**config.mk**
```make
export PLATFORM = sky130hd
export DESIGN_NAME = vx_execute_lane_serializer
export DESIGN_NICKNAME = d
export VERILOG_FILES = /design/src/rtl/vx_execute_lane_serializer_pkg.sv /design/src/rtl/vx_execute_lane_serializer_group_find_next.sv /design/src/rtl/vx_execute_lane_serializer.sv
export SDC_FILE = /design/constraint.sdc
export NUM_CORES = 2
export LEC_CHECK = 0
export CAP_MARGIN = 15
export CORE_AREA = 2 2 485 487
export CTS_BUF_LIST = sky130_fd_sc_hd__clkbuf_4 sky130_fd_sc_hd__clkbuf_8
export CTS_CLUSTER_DIAMETER = 80
export DETAILED_ROUTE_END_ITERATION = 10
export DIE_AREA = 0 0 487 489
export PLACE_DENSITY_LB_ADDON = 0.12
export SETUP_SLACK_MARGIN = 0.05
export SLEW_MARGIN = 0
export SYNTH_ARGS = -nofsm -noshare
export SYNTH_HDL_FRONTEND = slang
export SYNTH_SLANG_ARGS = --single-unit
```
**constraint.sdc**
```tcl
create_clock -name clk -period 2.05 [get_ports clk]
set_input_delay 0.205 -clock clk [delete_from_list [all_inputs] [get_ports clk]]
set_output_delay 0.205 -clock clk [all_outputs]
set_load 0.02 [all_outputs]
```
**src/rtl/vx_execute_lane_serializer_pkg.sv**
```systemverilog
// Shared types for the execute lane serializer.
// Header layout, FSM states and the beat-index width helper.
package VX_gpu_pkg;

  typedef struct packed {
    logic [47:0] uuid;
    logic [7:0]  wid;
    logic [31:0] pc;
    logic [7:0]  op_type;
    logic [15:0] op_args;
    logic        wb;
    logic [4:0]  rd;
    logic [9:0]  tid;
  } exec_hdr_t;

  localparam int EXEC_HDR_W = $bits(exec_hdr_t);

  typedef enum logic {
    IDLE,
    SEND
  } ser_state_e;

  function automatic int log2up(input int n);
    return (n > 1) ? $clog2(n) : 1;
  endfunction

endpackage

```
**src/rtl/vx_execute_lane_serializer_group_find_next.sv**
```systemverilog
// Priority search for the lowest set mask bit above cur.
// Ports: mask, cur in; next, found, is_last out.
module vx_group_find_next #(
  parameter int NUM_GROUPS = 4,
  parameter int IDX_W      = 2
) (
  input  logic [NUM_GROUPS-1:0] mask,
  input  logic [IDX_W-1:0]      cur,
  output logic [IDX_W-1:0]      next,
  output logic                  found,
  output logic                  is_last
);

  // Descending scan so the lowest qualifying group wins.
  always_comb begin
    next  = '0;
    found = 1'b0;
    for (int g = NUM_GROUPS - 1; g >= 0; g--) begin
      if (mask[g] && (g > int'(cur))) begin
        next  = IDX_W'(g);
        found = 1'b1;
      end
    end
  end

  assign is_last = !found;

endmodule

```
**src/rtl/vx_execute_lane_serializer.sv**
```systemverilog
// Splits a full-warp execute packet into lane-group beats.
// Ports: in_* packet (valid/ready), out_* beats with pid/sop/eop.
module vx_execute_lane_serializer
  import VX_gpu_pkg::*;
#(
  parameter int NUM_THREADS = 8,
  parameter int NUM_LANES   = 2,
  parameter int XLEN        = 32,
  parameter int HDR_W       = EXEC_HDR_W,
  parameter int SKIP_EMPTY  = 1,
  parameter int PID_WIDTH   = log2up(NUM_THREADS / NUM_LANES)
) (
  input  logic                        clk,
  input  logic                        reset,
  input  logic                        in_valid,
  output logic                        in_ready,
  input  logic [HDR_W-1:0]            in_hdr,
  input  logic                        in_is_vec,
  input  logic [NUM_THREADS-1:0]      in_tmask,
  input  logic [NUM_THREADS*XLEN-1:0] in_rs1_data,
  input  logic [NUM_THREADS*XLEN-1:0] in_rs2_data,
  input  logic [NUM_THREADS*XLEN-1:0] in_rs3_data,
  output logic                        out_valid,
  input  logic                        out_ready,
  output logic [HDR_W-1:0]            out_hdr,
  output logic                        out_is_vec,
  output logic [NUM_LANES-1:0]        out_tmask,
  output logic [NUM_LANES*XLEN-1:0]   out_rs1_data,
  output logic [NUM_LANES*XLEN-1:0]   out_rs2_data,
  output logic [NUM_LANES*XLEN-1:0]   out_rs3_data,
  output logic [PID_WIDTH-1:0]        out_pid,
  output logic                        out_sop,
  output logic                        out_eop
);

  localparam int P  = NUM_THREADS / NUM_LANES;
  localparam int DW = NUM_LANES * XLEN;

  ser_state_e state_q, state_d;

  logic [P-1:0]           grp_mask;
  logic [P-1:0]           emit_mask;
  logic [P-1:0]           mask_q;
  logic [PID_WIDTH-1:0]   pid_q;
  logic [PID_WIDTH-1:0]   first_pid;
  logic [PID_WIDTH-1:0]   next_pid;
  logic                   found;
  logic                   is_last;
  logic                   sop_q;
  logic                   is_vec_q;
  logic                   load;
  logic                   adv;
  logic [HDR_W-1:0]       hdr_q;
  logic [NUM_THREADS-1:0] tmask_q;
  logic [NUM_THREADS*XLEN-1:0] rs1_q;
  logic [NUM_THREADS*XLEN-1:0] rs2_q;
  logic [NUM_THREADS*XLEN-1:0] rs3_q;

  // An all-empty scalar packet still emits group 0 so the
  // instruction is visible downstream.
  always_comb begin
    grp_mask = '0;
    for (int g = 0; g < P; g++) begin
      grp_mask[g] = |in_tmask[g*NUM_LANES +: NUM_LANES];
    end
    if (in_is_vec || (SKIP_EMPTY == 0)) begin
      emit_mask = '1;
    end else if (grp_mask == '0) begin
      emit_mask = P'(1);
    end else begin
      emit_mask = grp_mask;
    end
    first_pid = '0;
    for (int g = P - 1; g >= 0; g--) begin
      if (emit_mask[g]) begin
        first_pid = PID_WIDTH'(g);
      end
    end
  end

  vx_group_find_next #(
    .NUM_GROUPS (P),
    .IDX_W      (PID_WIDTH)
  ) u_find (
    .mask    (mask_q),
    .cur     (pid_q),
    .next    (next_pid),
    .found   (found),
    .is_last (is_last)
  );

  always_ff @(posedge clk or negedge reset) begin
    if (!reset) begin
      state_q <= IDLE;
    end else begin
      state_q <= state_d;
    end
  end

  always_comb begin
    state_d   = state_q;
    out_valid = 1'b0;
    in_ready  = 1'b0;
    load      = 1'b0;
    adv       = 1'b0;
    unique case (state_q)
      IDLE: begin
        in_ready = 1'b1;
        if (in_valid) begin
          load    = 1'b1;
          state_d = SEND;
        end
      end
      SEND: begin
        out_valid = 1'b1;
        if (out_ready) begin
          if (is_last) begin
            in_ready = 1'b1;
            if (in_valid) begin
              load = 1'b1;
            end else begin
              state_d = IDLE;
            end
          end else begin
            adv = 1'b1;
          end
        end
      end
      default: state_d = IDLE;
    endcase
  end

  always_ff @(posedge clk or negedge reset) begin
    if (!reset) begin
      mask_q   <= '0;
      pid_q    <= '0;
      sop_q    <= 1'b0;
      is_vec_q <= 1'b0;
      hdr_q    <= '0;
      tmask_q  <= '0;
      rs1_q    <= '0;
      rs2_q    <= '0;
      rs3_q    <= '0;
    end else if (load) begin
      mask_q   <= emit_mask;
      pid_q    <= first_pid;
      sop_q    <= 1'b1;
      is_vec_q <= in_is_vec;
      hdr_q    <= in_hdr;
      tmask_q  <= in_tmask;
      rs1_q    <= in_rs1_data;
      rs2_q    <= in_rs2_data;
      rs3_q    <= in_rs3_data;
    end else if (adv && found) begin
      pid_q <= next_pid;
      sop_q <= 1'b0;
    end
  end

  always_comb begin
    int b;
    b            = int'(pid_q);
    out_tmask    = tmask_q[b*NUM_LANES +: NUM_LANES];
    out_rs1_data = rs1_q[b*DW +: DW];
    out_rs2_data = rs2_q[b*DW +: DW];
    out_rs3_data = rs3_q[b*DW +: DW];
  end

  assign out_hdr    = hdr_q;
  assign out_is_vec = is_vec_q;
  assign out_pid    = pid_q;
  assign out_sop    = out_valid & sop_q;
  assign out_eop    = out_valid & is_last;

endmodule

```
After elaboration in Yosys (flattened, before gate mapping)
Cells that the tools add are included.
{"block": "totals", "inputBits": 909, "ff_bits": 913}
{"block": "op_classes", "n_reduce_logical": 11, "n_lt_le_gt_ge": 3, "bitwise_logic": 3, "n_shift": 4, "muxes": 30}
{"cell": "variable part select 256 x 9 -> 64 bit", "count": 3}
{"cell": "2-to-1 mux 2 bit", "count": 9}
{"cell": "2-to-1 mux 1 bit", "count": 16}
{"cell": "2-to-1 mux 4 bit", "count": 2}
{"cell": "OR reduction 2 bit", "count": 4}
{"cell": "variable part select 8 x 4 -> 2 bit", "count": 1}
{"cell": "one-hot mux 1 bit (2 select lines)", "count": 3}
{"cell": "greater-than comparator 2 bit, first input constant", "count": 2}
{"cell": "logical AND 1 bit", "count": 4}
{"cell": "logical NOT 4 bit", "count": 1}
{"cell": "AND 1 bit", "count": 2}
{"cell": "greater-than comparator 1 x 2 -> 1 bit, first input constant", "count": 1}
{"cell": "nonzero test 2 bit", "count": 1}
{"cell": "logical NOT 1 bit", "count": 1}
{"cell": "NOT 1 bit", "count": 1}

Logic depth before layout (Yosys ltp)
{"block": "depth", "word_depth": 11, "mapped_depth": 8, "depth_no_buf": 4}

Hierarchy
A second synthesis with hierarchy kept.
{"block": "unflattened", "hier_cells": 2203, "area_unflattened_um2": 39024.9}
{"mod": "vx_execute_lane_serializer", "n_inst": 1, "seq_area_each_um2": 22846.9, "area_each_um2": 38952.4, "cells_per_inst": 2192}
{"mod": "vx_group_find_next", "n_inst": 1, "seq_area_each_um2": 0.0, "area_each_um2": 72.6, "cells_per_inst": 11}

Worst setup path after synthesis
Ideal clock, no wire load.
{"block": "synth_path", "path_type": "register to output", "startpoint": "reg pid_q[0] (netlist: out_pid[0])", "endpoint": "out out_rs1_data[52]", "setup_slack_ns": 0.055, "t_required_ns": 1.845, "path_stages_with_launch": 5, "arrival_ns": 1.790, "path_buffers": 3, "cell_sequence": "dfrtp_1 -> buf_2 -> clkbuf_1 -> buf_2 -> mux4_2"}
{"block": "synth_between", "elab_chain_len": 1}
{"element": "start: declaration", "line_no": "vx_execute_lane_serializer.sv:44", "rtl": "logic [PID_WIDTH-1:0] pid_q;"}
{"element": "start signal: assignment", "line_no": "vx_execute_lane_serializer.sv:146", "rtl": "pid_q <= first_pid;"}
{"element": "start signal: assignment", "line_no": "vx_execute_lane_serializer.sv:155", "rtl": "pid_q <= next_pid;"}
{"element": "variable part select 256 x 9 -> 64 bit", "line_no": "vx_execute_lane_serializer.sv:164", "rtl": "out_rs1_data = rs1_q[b*DW +: DW];"}
{"element": "end: declaration", "line_no": "vx_execute_lane_serializer.sv:28", "rtl": "output logic [NUM_LANES*XLEN-1:0] out_rs1_data,"}
No other way between the ends.

Worst setup path in the final report
{"block": "layout_path", "startpoint": "reg pid_q[0] (netlist: out_pid[0])", "endpoint": "out out_rs3_data[37]"}
{"block": "layout_between", "elab_chain_len": 1}
{"element": "variable part select 256 x 9 -> 64 bit", "line_no": "vx_execute_lane_serializer.sv:166", "rtl": "out_rs3_data = rs3_q[b*DW +: DW];"}
{"element": "end: declaration", "line_no": "vx_execute_lane_serializer.sv:30", "rtl": "output logic [NUM_LANES*XLEN-1:0] out_rs3_data,"}
No other way between the ends.

==> out/metrics.cfg <==
[detailed_routing]
routed_wl_um=188000
drtAntennaViolNets=0
wl_per_cell_um=23.5
drt_pre_antenna_iters=6
vias=29916
drtIter0Drc=912
viasPerCell=3.75
drc=0

[worst_setup_path]
rr_startpoint=out_pid[1]$_DFFE_PN0P_
cp.required_ns=1.85
critPathMaxFanout=7
crit_start=out_pid[0]$_DFFE_PN0P_
arrival_ns=2.72
crit_type=flop to primary output
startpoint_type=flop
end_kind=primary output

[worst_hold_path]
hp-start=out_ready
holdCritPathClass=input port to flop

[yosys]
mappedNetlistNets=3107
ys_types=37
yosys_warnings=0
syn_inst=2198
synth_largest_area_cell=dfrtp_1
synth-seq-cells=912
yosysTopAreaCellShare=0.576
netlist_top_cells_area=dfrtp_1 58%, mux2_1 22%, mux4_2 11%
synthesis.area_mm2=0.0396
synth-seq-area-share=0.576
syn_avg_cell_area_um2=18.0

[clocking]
clkLatencyLatePin_ns=0.95
cts_made_buffers=188
clockRootBuffer=clkbuf_8
clkSinkCount=912
cts_htree_levels=4
cts_tree=built
clk_pin_slew_ns=0.06
cts.path.max_buffers=3

[floorplanning]
fp-row-count=178
start_util=0.170
die_area_mm2=0.238
chipHeight_um=489
die_x_um=487
boundaryPins=1238
coreArea_mm2=0.234

[timing]
finalSetupViolCount=1219
drv_slew=0
period_needed_ns=2.93
setup_ws_ns=-0.877
relSlewSlack=0.647
finalHoldViolations=0
max_freq_mhz=342
finClkSkew_ns=0.0628
rsz0062_at_grt=yes
final.period_utilization=1.43
worst_pin_slew_ns=0.530
tns_ns=-467.13

[grt]
grt_util_all_layers=0.148
grt_pass1_wl_um=253000
antenna_found_initial=98
overflow=0
grt_start_max_net_pins=85
grt_pass1_vias=33551

[power]
p_leak_uw=0.0309
vdd_drop_max_uv=761
power_density_mw_per_mm2=1510

[finish]
final_area_mm2=0.0733
nets=5628
drive_gt1_frac=0.275
syn2layout_area_growth_pct=85.0
fin_cells=7981
post-route-util=0.314

[status]
status=finished, violations left
violations=setup timing

[placed_design]
hpwl_um=136000
dpl.cell_count=6499
place_congestion=0.780
io_buffer_count=1237
placed_cell_area_mm2=0.0557
place_ws_ns=-0.280

[flow_run]
drv_cap=0

==> worst max-delay path, cell delays in order (launching register included) <==
cell and delay, ns:
dfrtp_4 0.47, buf_12 0.17, buf_8 0.12, buf_12 0.13
mux4_2 0.65, buf_6 0.19
==> cells by family after synthesis <==
group                  share of synthesized area
muxes                                      0.368
buffers and inverters                     0.0502
DFF                                        0.576
and+or+nand+nor                          0.00275
AOI/OAI and AO/OA                        0.00294
==> flip-flops by register name, summed over array words and instances (netlist names) <==
| name | cells |
|---|---|
| state_q | 1 |
| rs1_q | 256 |
| out_pid | 2 |
| rs2_q | 256 |
| rs3_q | 256 |
| out_is_vec | 1 |
| sop_q | 1 |
| tmask_q | 8 |
| mask_q | 3 |
| out_hdr | 128 |
==> cell usage after synthesis <==
cell type	count
o21ai_1	1
o21bai_1	1
nor3_1	3
nor2_1	1
buf_4	3
nand2_1	4
nor4_1	1
clkbuf_1	14
nor2b_4	1
o21ai_0	4
dfrtp_1	912
and2_1	1
inv_2	2
a21boi_0	1
buf_12	78
buf_2	31
or3_1	3
o211ai_2	1
buf_6	3
nand2b_1	2
o211ai_1	1
o211a_1	1
mux2_1	788
nor2_2	1
nand3_1	1
and3_1	1
buf_1	8
buf_8	8
o2111ai_2	1
mux4_2	194
a21oi_1	1
a32o_1	1
o31ai_1	1
mux2_2	120
mux2i_1	1
inv_1	2
a211o_1	1
==> metal layers <==
metal  routed length, um  track usage
met1               76300        0.176
met2               89800        0.244
met3               17200       0.0633
met4                4280       0.0414
met5                 258            0
==> per-stage QoR <==
| step | total power, uW | hold slack, ns |
|---|---|---|
| global placement | 80400 | 0.185 |
| finish | 111000 | 0.170 |
| global route | 117000 | 0.0767 |
| CTS | 109000 | 0.0136 |
| detailed placement | 80600 | 0.185 |
| floorplan | 57200 | -0.0906 |
==> cells in the final DEF (no fill, tap or decap), drive strengths merged, types with 2 or more instances in the layout <==
| master | synthesis | layout |
|---|---|---|
| diode | 0 | 68 |
| clkdlybuf4s50 | 0 | 1022 |
| clkinv | 0 | 10 |
| buf | 131 | 492 |
| mux2 | 908 | 908 |
| mux4 | 194 | 194 |
| clkbuf | 14 | 345 |
| clkinvlp | 0 | 3 |
| o21ai | 5 | 5 |
| or3 | 3 | 3 |
| nand2 | 4 | 4 |
| o211ai | 2 | 2 |
| nand2b | 2 | 2 |
| nor3 | 3 | 3 |
| clkdlybuf4s15 | 0 | 13 |
| dlygate4sd3 | 0 | 908 |
| dfrtp | 912 | 912 |
| nor2 | 2 | 2 |
| inv | 4 | 10 |
==> layout make-up <==
cell class                 count  area (um2)
fill                       23536      160000
timing repair buffer        2476       27100
sequential                   912       22800
multi-input combinational   1137       15500
tap                         3060        3830
clock buffer                 305        3700
clock inverter                19         189
antenna                       68         170
inverter                       4        17.5
==> power breakdown <==
| part | leakage, uW | internal (uW) | switching, uW | total (uW) |
|---|---|---|---|---|
| Combinational | 0.0180 | 32100 | 25200 | 57400 |
| Clock | 0.00208 | 11300 | 8930 | 20300 |
| Sequential | 0.0108 | 27300 | 5690 | 33000 |
==> final timing paths <==
kind                                          endpoint  slack [ns]  cells after the start
worst max-delay path                  out_rs3_data[37]       -0.88                      5
worst min-delay path                 sop_q$_DFFE_PN0P_        0.17                      5
worst max register to register  rs3_q[242]$_DFFE_PN0P_       -0.47                     10
worst min register to register  rs1_q[250]$_DFFE_PN0P_        0.48                      1
max in group asynchronous       out_pid[1]$_DFFE_PN0P_        1.23                      3
min in group asynchronous       rs2_q[113]$_DFFE_PN0P_        0.21                      3
==> timing repair <==
item | 4_1_cts | 5_1_grt
setup endpoints to repair | 1233 | 1226
setup buffers | 79 | 47
pin swaps | 2 | 3
cloned | 20 | 49
resized for setup | 1071 | 281
endpoints found under the hold margin | 1823 | 0
hold buffers | 908 | 0
No activity file was read; power rests on OpenSTA's default activity.
